$ cat config.mk
export PLATFORM = sky130hd
export DESIGN_NAME = pipeline_mem_arbiter_flat
export DESIGN_NICKNAME = d
export VERILOG_FILES = /design/src/rtl/pipeline_mem_arbiter_pkg.sv /design/src/rtl/pipeline_mem_arbiter_if.sv /design/src/rtl/pipeline_mem_arbiter_timeout_ctr.sv /design/src/rtl/pipeline_mem_arbiter.sv /design/src/flat_wrapper.sv
export SDC_FILE = /design/constraint.sdc
export NUM_CORES = 1
export LEC_CHECK = 0
export ABC_AREA = 0
export CORE_MARGIN = 8
export CORE_UTILIZATION = 40
export DETAILED_ROUTE_END_ITERATION = 12
export GPL_ROUTABILITY_DRIVEN = 0
export PLACE_DENSITY = 0.85
export RECOVER_POWER = 50
export SLEW_MARGIN = 15
export SYNTH_ARGS = -nofsm -noshare
export SYNTH_HDL_FRONTEND = slang
export SYNTH_SLANG_ARGS = --single-unit
export TNS_END_PERCENT = 100
$ cat constraint.sdc
create_clock -name clk -period 2.2 [get_ports clk]
set_input_delay 0.22 -clock clk [delete_from_list [all_inputs] [get_ports clk]]
set_output_delay 0.22 -clock clk [all_outputs]
set_load 0.005 [all_outputs]
$ cat src/rtl/pipeline_mem_arbiter_pkg.sv
// Shared definitions for the pipeline memory arbiter: FSM state encoding and
// default bus widths. Package name pipeline_pkg is kept for existing importers.
package pipeline_pkg;

  localparam int unsigned AW_DEF = 16;
  localparam int unsigned DW_DEF = 32;

  localparam logic [1:0] ARB_IDLE    = 2'd0;
  localparam logic [1:0] ARB_GRANT_I = 2'd1;
  localparam logic [1:0] ARB_GRANT_D = 2'd2;
  localparam logic [1:0] ARB_RESP    = 2'd3;

endpackage

$ cat src/rtl/pipeline_mem_arbiter_if.sv
// Bus bundle between CPU fetch/data ports, the arbiter and the unified memory.
// slave: the arbiter's view; master: the surrounding core/memory view.
interface pipeline_mem_arbiter_if
  import pipeline_pkg::*;
#(
  parameter int unsigned AW = AW_DEF,
  parameter int unsigned DW = DW_DEF
);
  logic          if_req;
  logic [AW-1:0] if_addr;
  logic [DW-1:0] if_rdata;
  logic          if_ack;
  logic          if_stall;

  logic          dm_req;
  logic          dm_we;
  logic [AW-1:0] dm_addr;
  logic [DW-1:0] dm_wdata;
  logic [DW-1:0] dm_rdata;
  logic          dm_ack;
  logic          dm_stall;

  logic          mem_req;
  logic          mem_we;
  logic [AW-1:0] mem_addr;
  logic [DW-1:0] mem_wdata;
  logic [DW-1:0] mem_rdata;
  logic          mem_ack;

  logic          err;

  modport slave (
    input  if_req, if_addr,
    output if_rdata, if_ack, if_stall,
    input  dm_req, dm_we, dm_addr, dm_wdata,
    output dm_rdata, dm_ack, dm_stall,
    output mem_req, mem_we, mem_addr, mem_wdata,
    input  mem_rdata, mem_ack,
    output err
  );

  modport master (
    output if_req, if_addr,
    input  if_rdata, if_ack, if_stall,
    output dm_req, dm_we, dm_addr, dm_wdata,
    input  dm_rdata, dm_ack, dm_stall,
    input  mem_req, mem_we, mem_addr, mem_wdata,
    output mem_rdata, mem_ack,
    input  err
  );

endinterface

$ cat src/rtl/pipeline_mem_arbiter_timeout_ctr.sv
// Grant-phase watchdog: counts cycles without mem_ack; expired flags the
// TIMEOUT-th such cycle so the arbiter can abort on that edge.
module arb_timeout_ctr #(
  parameter int unsigned TIMEOUT = 15
) (
  input  logic clk,
  input  logic reset,
  input  logic clear,
  input  logic en,
  output logic expired
);
  localparam int unsigned CW = (TIMEOUT > 16) ? $clog2(TIMEOUT) : 4;
  localparam logic [CW-1:0] LIM = CW'(TIMEOUT - 1);

  logic [CW-1:0] cnt;

  always_ff @(posedge clk) begin
    if (!reset || clear) begin
      cnt <= '0;
    end else if (en && !expired) begin
      cnt <= cnt + 1'b1;
    end
  end

  assign expired = (cnt == LIM);

endmodule

$ cat src/rtl/pipeline_mem_arbiter.sv
// Single-port memory arbiter for IF and DM pipeline ports, DM priority.
// Optional IF starvation guard enabled by defining ARB_FAIR_EN.
module pipeline_mem_arbiter
  import pipeline_pkg::*;
#(
  parameter int unsigned AW      = AW_DEF,
  parameter int unsigned DW      = DW_DEF,
  parameter int unsigned TIMEOUT = 15
`ifdef ARB_FAIR_EN
  ,
  parameter int unsigned MAX_SKIP = 3
`endif
) (
  input logic                  clk,
  input logic                  reset,
  pipeline_mem_arbiter_if.slave bus
);

  logic [1:0]    state;
  logic          mem_req_q, mem_we_q, if_ack_q, dm_ack_q, err_q;
  logic [AW-1:0] mem_addr_q;
  logic [DW-1:0] mem_wdata_q, if_rdata_q, dm_rdata_q;

  logic          granted, tmo_clear, tmo_en, tmo_expired;
  logic          timed_out, done, pick_d;
  logic [DW-1:0] rsp_data;

  arb_timeout_ctr #(.TIMEOUT(TIMEOUT)) u_tmo (
    .clk     (clk),
    .reset   (reset),
    .clear   (tmo_clear),
    .en      (tmo_en),
    .expired (tmo_expired)
  );

  always_comb begin
    granted   = (state == ARB_GRANT_I) || (state == ARB_GRANT_D);
    tmo_clear = (state == ARB_IDLE);
    tmo_en    = granted && !bus.mem_ack;
    // A real ack in the expiry cycle still wins over the abort.
    timed_out = granted && !bus.mem_ack && tmo_expired;
    done      = (granted && bus.mem_ack) || timed_out;
    rsp_data  = (bus.mem_ack && !mem_we_q) ? bus.mem_rdata : '0;
  end

`ifdef ARB_FAIR_EN
  localparam int unsigned SW = (MAX_SKIP > 0) ? $clog2(MAX_SKIP + 1) : 1;
  localparam logic [SW-1:0] SKIP_LIM = SW'(MAX_SKIP);
  logic [SW-1:0] skip_q;

  always_comb pick_d = bus.dm_req && !(bus.if_req && (skip_q == SKIP_LIM));
`else
  always_comb pick_d = bus.dm_req;
`endif

  always_ff @(posedge clk) begin
    if (!reset) begin
      state       <= ARB_IDLE;
      mem_req_q   <= 1'b0;
      mem_we_q    <= 1'b0;
      mem_addr_q  <= '0;
      mem_wdata_q <= '0;
      if_ack_q    <= 1'b0;
      dm_ack_q    <= 1'b0;
      if_rdata_q  <= '0;
      dm_rdata_q  <= '0;
      err_q       <= 1'b0;
`ifdef ARB_FAIR_EN
      skip_q      <= '0;
`endif
    end else begin
      case (state)
        ARB_IDLE: begin
          if (pick_d) begin
            state       <= ARB_GRANT_D;
            mem_req_q   <= 1'b1;
            mem_we_q    <= bus.dm_we;
            mem_addr_q  <= bus.dm_addr;
            mem_wdata_q <= bus.dm_wdata;
`ifdef ARB_FAIR_EN
            if (bus.if_req) skip_q <= skip_q + 1'b1;
`endif
          end else if (bus.if_req) begin
            state       <= ARB_GRANT_I;
            mem_req_q   <= 1'b1;
            mem_we_q    <= 1'b0;
            mem_addr_q  <= bus.if_addr;
            mem_wdata_q <= '0;
`ifdef ARB_FAIR_EN
            skip_q      <= '0;
`endif
          end
        end
        ARB_GRANT_I, ARB_GRANT_D: begin
          if (done) begin
            state     <= ARB_RESP;
            mem_req_q <= 1'b0;
            mem_we_q  <= 1'b0;
            err_q     <= timed_out;
            if (state == ARB_GRANT_I) begin
              if_rdata_q <= rsp_data;
              if_ack_q   <= 1'b1;
            end else begin
              dm_rdata_q <= rsp_data;
              dm_ack_q   <= 1'b1;
            end
          end
        end
        default: begin
          state    <= ARB_IDLE;
          if_ack_q <= 1'b0;
          dm_ack_q <= 1'b0;
          err_q    <= 1'b0;
        end
      endcase
    end
  end

  assign bus.mem_req   = mem_req_q;
  assign bus.mem_we    = mem_we_q;
  assign bus.mem_addr  = mem_addr_q;
  assign bus.mem_wdata = mem_wdata_q;
  assign bus.if_rdata  = if_rdata_q;
  assign bus.if_ack    = if_ack_q;
  assign bus.dm_rdata  = dm_rdata_q;
  assign bus.dm_ack    = dm_ack_q;
  assign bus.err       = err_q;
  assign bus.if_stall  = bus.if_req & ~if_ack_q;
  assign bus.dm_stall  = bus.dm_req & ~dm_ack_q;

endmodule

$ cat src/flat_wrapper.sv
// flat-port wrapper written by rule: the top's interface ports become plain ports
module pipeline_mem_arbiter_flat import pipeline_pkg::*;
#(
  parameter int unsigned AW      = AW_DEF,
  parameter int unsigned DW      = DW_DEF,
  parameter int unsigned TIMEOUT = 15

)
  (clk, reset, bus_if_req, bus_if_addr, bus_if_rdata, bus_if_ack, bus_if_stall, bus_dm_req, bus_dm_we, bus_dm_addr, bus_dm_wdata, bus_dm_rdata, bus_dm_ack, bus_dm_stall, bus_mem_req, bus_mem_we, bus_mem_addr, bus_mem_wdata, bus_mem_rdata, bus_mem_ack, bus_err);
  pipeline_mem_arbiter_if #(.AW(AW), .DW(DW)) bus_i ();
  input logic clk;
  input logic reset;
  input wire logic [$bits(bus_i.if_req)-1:0] bus_if_req;
  input wire logic [$bits(bus_i.if_addr)-1:0] bus_if_addr;
  output wire logic [$bits(bus_i.if_rdata)-1:0] bus_if_rdata;
  output wire logic [$bits(bus_i.if_ack)-1:0] bus_if_ack;
  output wire logic [$bits(bus_i.if_stall)-1:0] bus_if_stall;
  input wire logic [$bits(bus_i.dm_req)-1:0] bus_dm_req;
  input wire logic [$bits(bus_i.dm_we)-1:0] bus_dm_we;
  input wire logic [$bits(bus_i.dm_addr)-1:0] bus_dm_addr;
  input wire logic [$bits(bus_i.dm_wdata)-1:0] bus_dm_wdata;
  output wire logic [$bits(bus_i.dm_rdata)-1:0] bus_dm_rdata;
  output wire logic [$bits(bus_i.dm_ack)-1:0] bus_dm_ack;
  output wire logic [$bits(bus_i.dm_stall)-1:0] bus_dm_stall;
  output wire logic [$bits(bus_i.mem_req)-1:0] bus_mem_req;
  output wire logic [$bits(bus_i.mem_we)-1:0] bus_mem_we;
  output wire logic [$bits(bus_i.mem_addr)-1:0] bus_mem_addr;
  output wire logic [$bits(bus_i.mem_wdata)-1:0] bus_mem_wdata;
  input wire logic [$bits(bus_i.mem_rdata)-1:0] bus_mem_rdata;
  input wire logic [$bits(bus_i.mem_ack)-1:0] bus_mem_ack;
  output wire logic [$bits(bus_i.err)-1:0] bus_err;
  assign bus_i.if_req = bus_if_req;
  assign bus_i.if_addr = bus_if_addr;
  assign bus_if_rdata = bus_i.if_rdata;
  assign bus_if_ack = bus_i.if_ack;
  assign bus_if_stall = bus_i.if_stall;
  assign bus_i.dm_req = bus_dm_req;
  assign bus_i.dm_we = bus_dm_we;
  assign bus_i.dm_addr = bus_dm_addr;
  assign bus_i.dm_wdata = bus_dm_wdata;
  assign bus_dm_rdata = bus_i.dm_rdata;
  assign bus_dm_ack = bus_i.dm_ack;
  assign bus_dm_stall = bus_i.dm_stall;
  assign bus_mem_req = bus_i.mem_req;
  assign bus_mem_we = bus_i.mem_we;
  assign bus_mem_addr = bus_i.mem_addr;
  assign bus_mem_wdata = bus_i.mem_wdata;
  assign bus_i.mem_rdata = bus_mem_rdata;
  assign bus_i.mem_ack = bus_mem_ack;
  assign bus_err = bus_i.err;
  pipeline_mem_arbiter #(.AW(AW), .DW(DW), .TIMEOUT(TIMEOUT)) u_core (.clk(clk), .reset(reset), .bus(bus_i));
endmodule
; ---- Yosys cells after proc, flatten, opt, wreduce, memory -nomap -nowiden
; Cells that the tools add are included.
[word_totals]
out_inout_bits = 119
reg_bits = 123
inputBits = 102
wordCells = 73
[classes]
bitwise = 6
add_sub_neg = 1
reduce_logical = 24
n_mux = 24
n_eq_ne = 7
[op_table]
columns = op, count
row1 = $mux 32, 3
row2 = $mux 16, 2
row3 = $reduce_and 3->1, 5
row4 = $mux 1, 10
row5 = $pmux 1 s2, 5
row6 = $mux 2, 3
row7 = $reduce_and 2->1, 3
row8 = $logic_and 1x1->1, 5
row9 = $add 4x1->4 const B, 1
row10 = $eq 4x4->1 const B, 1
row11 = $logic_not 1->1, 4
row12 = $ne 2x1->1 const B, 2
row13 = $not 1->1, 4
row14 = $pmux 2 s2, 1
row15 = $reduce_bool 2->1, 2
row16 = $logic_or 1x1->1, 3
row17 = $ne 3x3->1 const B, 1
row18 = $and 1x1->1, 2
row19 = $eq 2x1->1 const B, 1
row20 = $eq 2x2->1 const B, 1
row21 = $logic_not 2->1, 1
row22 = $ne 2x2->1 const B, 1
row23 = $reduce_or 2->1, 1

; ---- Depth between registers and ports, before layout
; Gate-level depths: netlist of the first run.
[depth]
word_depth = 7
ltp_mapped = 7
depth_no_buf = 5

; ---- Hierarchy
; A second synthesis of the first run with hierarchy kept.
[hier_totals]
cells_unflattened = 545
area_unflattened_um2 = 5046.1
[by_module_without_submodules]
columns = mod, seq_area_each_um2, n_inst, cells_per_inst, area_per_inst_um2
row1 = pipeline_mem_arbiter, 2382.3, 1, 522, 4835.9
row2 = arb_timeout_ctr, 80.1, 1, 23, 210.2

; ---- Least setup slack after synthesis of the first run
; No wires, ideal clock.
[synth_path]
kind = reg-to-reg
start = reg u_core.state[0]
end = reg u_core.mem_req_q (netlist: u_core.bus.mem_req)
n_path_buf = 1
setup_time_ns = 0.059
path_slack_ns = 0.604
t_arrival_ns = 1.537
synth_period_minus_slack_ns = 1.596
stages_incl_launch_ff = 7
required_ns = 2.141
path_cell_list = dfxtp_1 -> inv_1 -> ha_1 -> buf_2 -> and2b_4 -> a211oi_2 -> o221a_2
[synth_between]
elab_chain_len = 7
elab_cells_between_ends = 14
classes_between = eq/ne (4) / mux (1) / reduce/logical (9)
[synth_lines]
columns = item, line
row1 = "start, declared", pipeline_mem_arbiter.sv:19  ; logic [1:0] state;
row2 = "start signal, assigned", pipeline_mem_arbiter.sv:58  ; state <= ARB_IDLE;
row3 = "start signal, assigned", pipeline_mem_arbiter.sv:75  ; state <= ARB_GRANT_D;
row4 = "start signal, assigned", pipeline_mem_arbiter.sv:84  ; state <= ARB_GRANT_I;
row5 = $eq 2x1->1 or $eq 2x2->1 (tied branches), pipeline_mem_arbiter.sv:37  ; granted = (state == ARB_GRANT_I) || (state == ARB_GRANT_D);
row6 = $logic_or 1x1->1 *, pipeline_mem_arbiter.sv:37
row7 = net u_core.granted, pipeline_mem_arbiter.sv:24  ; logic granted, tmo_clear, tmo_en, tmo_expired;
row8 = $logic_and 1x1->1 (2 in series), pipeline_mem_arbiter.sv:41  ; timed_out = granted && !bus.mem_ack && tmo_expired;
row9 = $logic_or 1x1->1 *, pipeline_mem_arbiter.sv:42  ; done = (granted && bus.mem_ack) || timed_out;
row10 = $ne 2x1->1 (no source line) *, n/a
row11 = $reduce_and 3->1 (no source line) *, n/a
row12 = "end signal, assigned", pipeline_mem_arbiter.sv:59  ; mem_req_q <= 1'b0;
row13 = "end signal, assigned", pipeline_mem_arbiter.sv:76  ; mem_req_q <= 1'b1;
row14 = "end signal, assigned", pipeline_mem_arbiter.sv:85  ; mem_req_q <= 1'b1;
row15 = "end, declared", pipeline_mem_arbiter.sv:20  ; logic mem_req_q, mem_we_q, if_ack_q, dm_ack_q, err_q;
; The timed path passes the listed nets; every way through them passes the cells marked *.
; A chain may end at the register's enable or synchronous reset.

; ---- Worst setup path in the final report of the first run
[layout_path]
start = reg u_core.state[0]
end = reg u_core.u_tmo.cnt[3]
[layout_between]
elab_chain_len = 4
elab_cells_between_ends = 7
classes_between = eq/ne (2) / reduce/logical (5)
[layout_lines]
columns = item, line
row1 = $eq 2x1->1 or $eq 2x2->1 (tied branches), pipeline_mem_arbiter.sv:37
row2 = $logic_or 1x1->1 *, pipeline_mem_arbiter.sv:37
row3 = net u_core.granted, pipeline_mem_arbiter.sv:24
row4 = $logic_and 1x1->1 *, pipeline_mem_arbiter.sv:39  ; tmo_en = granted && !bus.mem_ack;
row5 = $logic_and 1x1->1 *, pipeline_mem_arbiter_timeout_ctr.sv:20  ; end else if (en && !expired) begin
row6 = "end signal, assigned", pipeline_mem_arbiter_timeout_ctr.sv:21  ; cnt <= cnt + 1'b1;
row7 = "end, declared", pipeline_mem_arbiter_timeout_ctr.sv:15  ; logic [CW-1:0] cnt;
; Marks and branches as above.

==> flow_summary.json, run 1 <==
{
  "cts_buffers": 17,
  "rrSetupSlack_ns": 0.20,
  "num_vias": 4126,
  "synth_area_sq_um": 4496,
  "synth_xor_area_frac": 0,
  "synth_top_family_by_area": "compound AO/OA/AOI/OAI gates",
  "fin_crit_sh": 0.9083,
  "syn_nets": 506,
  "power.leakage_nw": 3.167,
  "synth_area_per_cell_sq_um": 11.30,
  "worst_pin_slew_ns": 0.7996,
  "wl_per_cell_um": 19.68,
  "syn2layout_area_growth_pct": 62.48,
  "async_flop_share": 0,
  "power.density_nw_per_um2": 1040,
  "r2r-end": "u_core.u_tmo.cnt[3]$_SDFFE_PP0P_",
  "synth_seq_cells": 123,
  "fin_tns_setup_ns": 0,
  "start_kind": "register",
  "endpoint_kind": "register",
  "post-route-drc-count": 0,
  "status": "complete, no violations",
  "drive_gt1_frac": 0.08453,
  "detail-route-antenna-nets": 0,
  "fin_util": 0.6709,
  "cts_setup_buffers": 0,
  "grt_pass1_vias": 4325,
  "io_pins": 221,
  "ys.flop_type": "dfxtp_1",
  "die_x_um": 122.0,
  "cts_root_buffer": "clkbuf_8",
  "drt_wl_total_mm": 15.09,
  "critPathKind": "reg -> reg",
  "relSlewSlack": 0.4649,
  "diodes": 0,
  "fillers": 796,
  "start_util": 0.4129,
  "mostFrequentLayoutCells": "123 x dfxtp_1, 111 x dlygate4sd3_1, 109 x clkdlybuf4s50_1",
  "final_common_cell": "dfxtp_1",
  "viasPerCell": 5.379,
  "crit_end": "u_core.u_tmo.cnt[3]$_SDFFE_PP0P_",
  "vdd.ir_drop.worst_v": 0.0006720,
  "worstPathArrival_ns": 2.38,
  "reg2reg_from": "u_core.state[0]$_SDFFE_PN0P_",
  "rsz0062_at_grt": "false",
  "setup_viol": 0,
  "worst_clock_skew_ns": 0.006497,
  "clock-sinks": 123,
  "path_max_fanout": 6,
  "synth_edf_count": 0,
  "netlist_instances": 398,
  "hpwl_mm": 10.77,
  "seq_area_frac_synth": 0.5477,
  "yosys.area_share.simple": 0.07709,
  "gr-total-overflow": 0,
  "holdWs_ns": 0.3323,
  "core_sq_um": 10890,
  "synth_compound_gate_area_share": 0.2516,
  "synth.distinct_cells": 39,
  "rows": 38,
  "reg2reg_depth": 6,
  "antenna_found_initial": 0,
  "place.port_buffers": 220,
  "hold_path.class": "in -> reg",
  "fin_nets": 722,
  "critPathRequiredTime_ns": 2.58,
  "cts.clk_slew.worst_paths_ns": 0.05,
  "dieArea_sq_um": 14890,
  "clock_latency_ns": 0.51,
  "die_h_um": 122.0,
  "grt_util_all_layers": 0.1981,
  "cts_tree": "done",
  "h-tree-depth": 4,
  "synth.area.mux_share": 0.04230,
  "drtPass1Iterations": 5,
  "ys_warn_count": 0,
  "synth_fa_ha_area_frac": 0.01670,
  "finalHoldViolCount": 0,
  "drt_iter0_markers": 326,
  "period_needed_ns": 1.998,
  "final_max_slew_viol_count": 0,
  "max_freq_ghz": 0.5004,
  "crit_path_start": "u_core.state[0]$_SDFFE_PN0P_",
  "cap_violations": 0,
  "grt_max_degree": 49,
  "grt_pass1_wl_mm": 23.10,
  "cts_buffer_depth": 2
}
==> registers in the layout (all words and copies together), names as in the netlist <==
name and cells:
u_core.bus.dm_rdata 32, u_core.bus.if_rdata 32, u_core.bus.mem_wdata 32, u_core.bus.mem_addr 16, u_core.u_tmo.cnt 4, u_core.state 2, u_core.bus.dm_ack 1, u_core.bus.err 1
u_core.bus.if_ack 1, u_core.bus.mem_req 1, u_core.bus.mem_we 1
==> worst max-delay path: stages, from the launching register on <==
cell and delay, ns:
dfxtp_1 0.39, inv_1 0.08, ha_1 0.40, clkbuf_1 0.34, nand2b_1 0.18, o311ai_0 0.34
o41ai_1 0.13
==> Yosys cell counts, types with 4 or more instances <==
master | number | area (sq um)
nor2_1 | 50 | 187.7
inv_1 | 5 | 18.77
a21oi_1 | 4 | 20.02
o221a_2 | 4 | 45.04
buf_6 | 15 | 168.9
nand2_1 | 4 | 15.01
ha_1 | 6 | 75.07
mux2i_1 | 19 | 190.2
a22o_1 | 64 | 560.5
buf_2 | 11 | 55.05
a22oi_1 | 32 | 240.2
dfxtp_1 | 123 | 2462
nor2b_1 | 5 | 31.28
a211oi_1 | 16 | 120.1
==> layer usage <==
layer	wire (um)	GRT usage	up-vias
met2	7419	0.3263	196
li1	-	-	1921
met1	5847	0.2142	1994
met5	0	0	-
met4	219	0.07093	0
met3	1604	0.1023	15
==> area by class of cell <==
| type | instances | area, sq um | area share |
|---|---|---|---|
| clock buffer | 25 | 494.2 | 0.06766 |
| clock inverter | 7 | 110.1 | 0.01507 |
| inverter | 5 | 18.77 | 0.002569 |
| multi-input combinational | 235 | 1755 | 0.2403 |
| sequential | 123 | 2462 | 0.3371 |
| tap | 140 | 175.2 | 0.02398 |
| timing repair buffer | 232 | 2288 | 0.3133 |
==> where the power goes <==
| part | total, W | leakage, nW | internal, W | switching, W |
|---|---|---|---|---|
| logic | 0.00199 | 1.86 | 0.00103 | 0.000956 |
| registers | 0.00279 | 1.00 | 0.00258 | 0.000208 |
| clock network | 0.00282 | 0.302 | 0.00187 | 0.000948 |
==> through the flow <==
| stage | cells | power, W | cell area (sq um) | setup slack [ns] |
|---|---|---|---|---|
| 5_1_grt | 767 | 0.007963 | 7305 | 0.1455 |
| 6_report | 767 | 0.007596 | 7305 | 0.2017 |
| 2_1_floorplan | 398 | 0.003813 | 4496 | 0.6044 |
| 4_1_cts | 767 | 0.007789 | 7300 | 0.1711 |
| 3_5_place_dp | 735 | 0.004912 | 6695 | 0.02648 |
| 3_3_place_gp | 735 | 0.004860 | 6695 | 0.1653 |
==> how the worst min path moves through the flow <==
stage                                                    start                                   end  slack (ns)  cells after the start
final                                                bus_dm_we        u_core.bus.mem_we$_SDFFE_PN0P_        0.33                      3
after detailed placement  u_core.bus.if_rdata[11]$_SDFFE_PN0P_  u_core.bus.if_rdata[11]$_SDFFE_PN0P_        0.46                      1
after global placement    u_core.bus.if_rdata[26]$_SDFFE_PN0P_  u_core.bus.if_rdata[26]$_SDFFE_PN0P_        0.46                      1
after floorplan                              bus_mem_rdata[26]  u_core.bus.dm_rdata[26]$_SDFFE_PN0P_        0.35                      1
after CTS                                            bus_dm_we        u_core.bus.mem_we$_SDFFE_PN0P_        0.31                      3
after global routing                         bus_mem_rdata[11]  u_core.bus.if_rdata[11]$_SDFFE_PN0P_        0.32                      2
==> cells by family (layout without fill, tap and decap cells) <==
| logic type | Yosys count | count (layout) |
|---|---|---|
| AO/OA/AOI/OAI | 134 | 134 |
| flip-flops | 123 | 123 |
| AND/OR/NAND/NOR | 76 | 76 |
| buffers and inverters | 40 | 269 |
| multiplexers | 19 | 19 |
| adder cells (fa/ha/maj) | 6 | 6 |
==> timing repair <==
| item | 4_1_cts | 5_1_grt |
|---|---|---|
| endpoints found under the setup margin | 0 | 2 |
| hold buffers | 0 | 0 |
| gates resized for setup | 0 | 1 |
Power figures use the tool's default switching activity.
==> inputs of run 2 (changes only) <==
--- a/config.mk
+++ b/config.mk
@@ -7,7 +7,7 @@
 export LEC_CHECK = 0
 export ABC_AREA = 0
 export CORE_MARGIN = 8
-export CORE_UTILIZATION = 40
+export CORE_UTILIZATION = 42
 export DETAILED_ROUTE_END_ITERATION = 12
 export GPL_ROUTABILITY_DRIVEN = 0
 export PLACE_DENSITY = 0.85
@@ -15,5 +15,6 @@
 export SLEW_MARGIN = 15
 export SYNTH_ARGS = -nofsm -noshare
 export SYNTH_HDL_FRONTEND = slang
+export SYNTH_HIERARCHICAL = 1
 export SYNTH_SLANG_ARGS = --single-unit
 export TNS_END_PERCENT = 100
==> flow_summary.json, run 2 <==
{
  "status": "complete, no violations",
  "worstPathArrival_ns": 2.34,
  "finalHoldViolCount": 0,
  "fillers": 933,
  "synth_edf_count": 0,
  "ys.flop_type": "dfxtp_1",
  "fin_crit_sh": 0.9218,
  "setup_viol": 0,
  "cts_tree": "done",
  "final_common_cell": "dfxtp_1",
  "worst_clock_skew_ns": 0.004721,
  "reg2reg_depth": 9,
  "async_flop_share": 0,
  "grt_max_degree": 79,
  "start_kind": "register",
  "num_vias": 4842,
  "synth_area_per_cell_sq_um": 9.259,
  "grt_pass1_vias": 4792,
  "rrSetupSlack_ns": 0.17,
  "wl_per_cell_um": 17.05,
  "fin_tns_setup_ns": 0,
  "gr-total-overflow": 0,
  "diodes": 0,
  "hpwl_mm": 11.04,
  "yosysTopAreaCell": "dfxtp_1",
  "vdd.ir_drop.worst_v": 0.0005893,
  "synth_area_leaders": "dfxtp_1 49%, a21boi_1 7.4%, nand3_1 6.4%, nand2_1 6.0%, a22oi_1 4.9%",
  "seqCellArea_sq_um": 2462,
  "power.leakage_nw": 3.330,
  "cts_resized": 0,
  "viasPerCell": 5.350,
  "drt_wl_total_mm": 15.43,
  "worst_pin_slew_ns": 0.4674,
  "place_inst": 875,
  "clock-sinks": 123,
  "post-route-drc-count": 0,
  "synth.distinct_cells": 36,
  "start_util": 0.4254,
  "synthDominantCellAreaShare": 0.4880,
  "core_sq_um": 11860,
  "netlist_instances": 545,
  "cts_buffers": 17,
  "pre_cts_slack_ns": 0.2290,
  "max_freq_ghz": 0.4931,
  "fin_ws_ns": 0.1721,
  "die_x_um": 125.6,
  "detail-route-antenna-nets": 0,
  "synth_seq_cells": 123,
  "synthTopCellsByCount": "123 x dfxtp_1, 81 x nand2_1, 65 x nand3_1, 50 x a21boi_1, 39 x nor2b_1",
  "holdWs_ns": 0.2371,
  "fin_nets": 855,
  "multi_input_area_sq_um": 2298,
  "ys_warn_count": 6,
  "yosysMostFrequentCell": "dfxtp_1",
  "cts_setup_buffers": 0,
  "antenna_found_initial": 0,
  "endpoint_kind": "register",
  "final_max_slew_viol_count": 0,
  "grt_pass1_wl_mm": 24.37,
  "rsz0062_at_grt": "false",
  "total_power_w": 0.008085,
  "power.density_nw_per_um2": 1028,
  "rows": 40,
  "crit_end": "u_core/bus.dm_rdata[0]$_SDFFE_PN0P_",
  "dieArea_sq_um": 15780,
  "critPathRequiredTime_ns": 2.51,
  "cap_violations": 0,
  "synth_area_sq_um": 5046,
  "ctsHoldBuffers": 0,
  "reg2reg_from": "u_core/u_tmo/cnt[0]$_SDFFE_PP0P_",
  "clock_latency_ns": 0.40,
  "h-tree-depth": 4,
  "r2r-end": "u_core/bus.dm_rdata[0]$_SDFFE_PN0P_",
  "path_max_fanout": 32,
  "mostFrequentLayoutCells": "123 x dfxtp_1, 118 x dlygate4sd3_1, 101 x clkdlybuf4s50_1",
  "syn2layout_area_growth_pct": 55.81,
  "place.port_buffers": 220,
  "cts.clk_slew.worst_paths_ns": 0.05,
  "seq_area_frac_synth": 0.4880,
  "cts_buffer_depth": 2,
  "hold_path.class": "in -> reg",
  "critPathKind": "reg -> reg",
  "period_needed_ns": 2.028,
  "cts_root_buffer": "clkbuf_16",
  "drive_gt1_frac": 0.06596,
  "io_pins": 221,
  "stdcell_count": 905,
  "grt_util_all_layers": 0.1896,
  "drt_iter0_markers": 450,
  "die_h_um": 125.6,
  "relSlewSlack": 0.6877,
  "crit_path_start": "u_core/u_tmo/cnt[0]$_SDFFE_PP0P_",
  "drtPass1Iterations": 6,
  "syn_nets": 653
}
## run 2: power by group
group	internal (W)	total, W	switching [W]
Clock	0.00177	0.00270	0.000930
Combinational	0.00121	0.00263	0.00142
Sequential	0.00257	0.00275	0.000187
## run 2: critical path: stages (launching register included)
cell and delay (ns):
dfxtp_1 0.36, inv_1 0.09, ha_1 0.23, nand3_2 0.13
inv_1 0.10, o21ai_2 0.22, or2_1 0.13, buf_4 0.33
nand2_1 0.12, a21boi_0 0.22
## run 2: worst min path at each step
stage                                              start                              endpoint  slack, ns  cells past startpoint
floorplan                                      bus_dm_we        u_core/bus.mem_we$_SDFFE_PN0P_       0.36                      2
global placement    u_core/bus.if_rdata[17]$_SDFFE_PN0P_  u_core/bus.if_rdata[17]$_SDFFE_PN0P_       0.44                      2
detailed placement  u_core/bus.if_rdata[23]$_SDFFE_PN0P_  u_core/bus.if_rdata[23]$_SDFFE_PN0P_       0.44                      2
CTS                                                reset   u_core/bus.mem_addr[9]$_SDFFE_PN0P_       0.21                      2
global route                                       reset   u_core/bus.mem_addr[8]$_SDFFE_PN0P_       0.23                      2
finish                                             reset   u_core/bus.mem_addr[9]$_SDFFE_PN0P_       0.24                      2
## run 2: kinds of logic after synthesis
| kind of cell | after synthesis | share of synthesized area |
|---|---|---|
| AOI/OAI and AO/OA | 132 | 0.1984 |
| muxes | 17 | 0.03372 |
| DFF | 123 | 0.4880 |
| adders and majority gates | 6 | 0.01488 |
| buffers and inverters | 54 | 0.05926 |
| and+or+nand+nor | 213 | 0.2058 |
## run 2: cell type report
| class | count | area share |
|---|---|---|
| clock inverter | 7 | 0.01146 |
| inverter | 6 | 0.002864 |
| multi-input combinational | 368 | 0.2923 |
| sequential | 123 | 0.3132 |
| tap | 147 | 0.02339 |
| timing repair buffer | 231 | 0.2947 |
| clock buffer | 23 | 0.06206 |
## run 2: through the flow
| step | instance area (sq um) | utilization |
|---|---|---|
| floorplan | 5046 | - |
| global placement | 7284 | 0.6141 |
| detailed placement | 7284 | 0.6141 |
| CTS | 7863 | 0.6629 |
| global route | 7863 | 0.6629 |
| finish | 7863 | 0.6629 |
## run 2: layer usage
| metal | wire [um] | track usage |
|---|---|---|
| met1 | 6262 | 0.2062 |
| met2 | 7410 | 0.3175 |
| met3 | 1480 | 0.08523 |
| met4 | 281 | 0.07378 |
| met5 | 0 | 0 |
==> inputs of run 3 (changes only) <==
--- a/config.mk
+++ b/config.mk
@@ -9,7 +9,8 @@
 export CORE_MARGIN = 8
 export CORE_UTILIZATION = 42
 export DETAILED_ROUTE_END_ITERATION = 12
-export GPL_ROUTABILITY_DRIVEN = 0
+export GPL_TIMING_DRIVEN = 0
+export HOLD_SLACK_MARGIN = 0.12
 export PLACE_DENSITY = 0.85
 export RECOVER_POWER = 50
 export SLEW_MARGIN = 15
==> flow_summary.json, run 3 (synthesized netlist as in run 2, its figures left out) <==
{
  "status": "complete, no violations",
  "vdd.ir_drop.worst_v": 0.0005422,
  "h-tree-depth": 4,
  "final_max_slew_viol_count": 0,
  "dieArea_sq_um": 15780,
  "gp_congestion": 0.8178,
  "placed_cell_area_sq_um": 7432,
  "grt_pass1_vias": 5240,
  "multi_input_area_sq_um": 2285,
  "drtPass1Iterations": 5,
  "viasPerCell": 5.277,
  "final_common_cell": "dfxtp_1",
  "wl_per_cell_um": 17.92,
  "fin_nets": 892,
  "cts_root_buffer": "clkbuf_16",
  "num_vias": 4976,
  "reg2reg_depth": 6,
  "endpoint_kind": "output pin",
  "seqCellArea_sq_um": 2462,
  "start_kind": "input port",
  "pre_cts_slack_ns": 0.04434,
  "rows": 40,
  "fin_crit_sh": 0.9462,
  "cts_buffer_depth": 2,
  "worst_clock_skew_ns": 0.005087,
  "die_x_um": 125.6,
  "cts_setup_buffers": 0,
  "syn2layout_area_growth_pct": 60.28,
  "holdWs_ns": 0.4096,
  "cts_buffers": 17,
  "total_power_w": 0.008596,
  "clock-sinks": 123,
  "grt_pass1_wl_mm": 26.24,
  "cts.clk_slew.worst_paths_ns": 0.05,
  "cts_tree": "done",
  "drt_wl_total_mm": 16.90,
  "place.port_buffers": 220,
  "post-route-drc-count": 0,
  "setup_viol": 0,
  "cap_violations": 0,
  "period_needed_ns": 2.082,
  "worst_pin_slew_ns": 0.8248,
  "drt_iter0_markers": 425,
  "critPathRequiredTime_ns": 1.98,
  "gr-total-overflow": 0,
  "power.density_nw_per_um2": 1063,
  "fin_ws_ns": 0.1185,
  "detail-route-antenna-nets": 0,
  "relSlewSlack": 0.4443,
  "drive_gt1_frac": 0.08794,
  "fin_area_sq_um": 8088,
  "min_path_cells": 3,
  "diodes": 0,
  "rsz0062_at_grt": "false",
  "hpwl_mm": 12.95,
  "worstPathArrival_ns": 1.86,
  "core_sq_um": 11860,
  "die_h_um": 125.6,
  "grt_util_all_layers": 0.2075,
  "fin_tns_setup_ns": 0,
  "max_freq_ghz": 0.4804,
  "power.leakage_nw": 3.470,
  "start_util": 0.4254,
  "grt_max_degree": 17,
  "finalHoldViolCount": 0,
  "antenna_found_initial": 0,
  "hold_path.class": "in -> reg",
  "clock_latency_ns": 0.42,
  "path_max_fanout": 10,
  "mostFrequentLayoutCells": "123 x dfxtp_1, 117 x dlygate4sd3_1, 103 x clkdlybuf4s50_1",
  "fillers": 913,
  "io_pins": 221,
  "critPathKind": "in -> out"
}
## run 3: cell count changes in the layout (fill, tap and decap cells not counted), sizes merged
cell           delta
bufinv            +3
buf              +23
dlygate4sd3       -1
clkinv            -1
clkinvlp          -2
clkbuf           +14
clkdlybuf4s50     +2
## run 3: worst max-delay path, stage by stage
cell and delay [ns]:
clkdlybuf4s50_1 0.56, buf_6 0.19, buf_4 0.22, nor2b_1 0.15, clkdlybuf4s50_1 0.52
## run 3: worst paths after layout
| kind | start | end | slack [ns] |
|---|---|---|---|
| setup reg to reg | u_core/state[0]$_SDFFE_PN0P_ | u_core/u_tmo/cnt[3]$_SDFFE_PP0P_ | 0.18 |
| hold reg to reg | u_core/bus.if_rdata[10]$_SDFFE_PN0P_ | u_core/bus.if_rdata[10]$_SDFFE_PN0P_ | 0.45 |
| setup / recovery | bus_dm_req | bus_dm_stall | 0.12 |
| hold / removal | bus_mem_rdata[10] | u_core/bus.if_rdata[10]$_SDFFE_PN0P_ | 0.41 |
## run 3: metrics by stage
stage	util	std cells
6_report	0.6819	943
5_1_grt	0.6819	943
4_1_cts	0.6815	943
3_5_place_dp	0.6266	912
3_3_place_gp	0.6266	912
2_1_floorplan	-	545
## run 3: metal layers
metal,vias to the layer above,GRT usage,wire (um)
met5,-,0,0
met4,0,0.1039,500
met3,41,0.08608,1580
met2,244,0.3531,8213
met1,2324,0.2172,6600
li1,2367,-,-
## run 3: layout make-up
| type | instances | share of cell area |
|---|---|---|
| buffer | 48 | 0.03465 |
| clock buffer | 24 | 0.06080 |
| clock inverter | 7 | 0.01980 |
| inverter | 6 | 0.002785 |
| multi-input combinational | 368 | 0.2825 |
| sequential | 123 | 0.3045 |
| tap | 147 | 0.02274 |
| timing repair buffer | 220 | 0.2723 |
## run 3: timing repair
action / in CTS / in global routing
hold buffers: 0 / 0
endpoints found under the setup margin: 0 / 1
resized for setup: 0 / 1
## run 3: report_power, final
| part | leakage (nW) | internal, W | total, W | switching [W] |
|---|---|---|---|---|
| clock network | 0.320 | 0.00212 | 0.00306 | 0.000936 |
| logic | 2.15 | 0.00131 | 0.00279 | 0.00148 |
| registers | 1.00 | 0.00257 | 0.00275 | 0.000185 |
| total | 3.47 | 0.00599 | 0.00860 | 0.00260 |
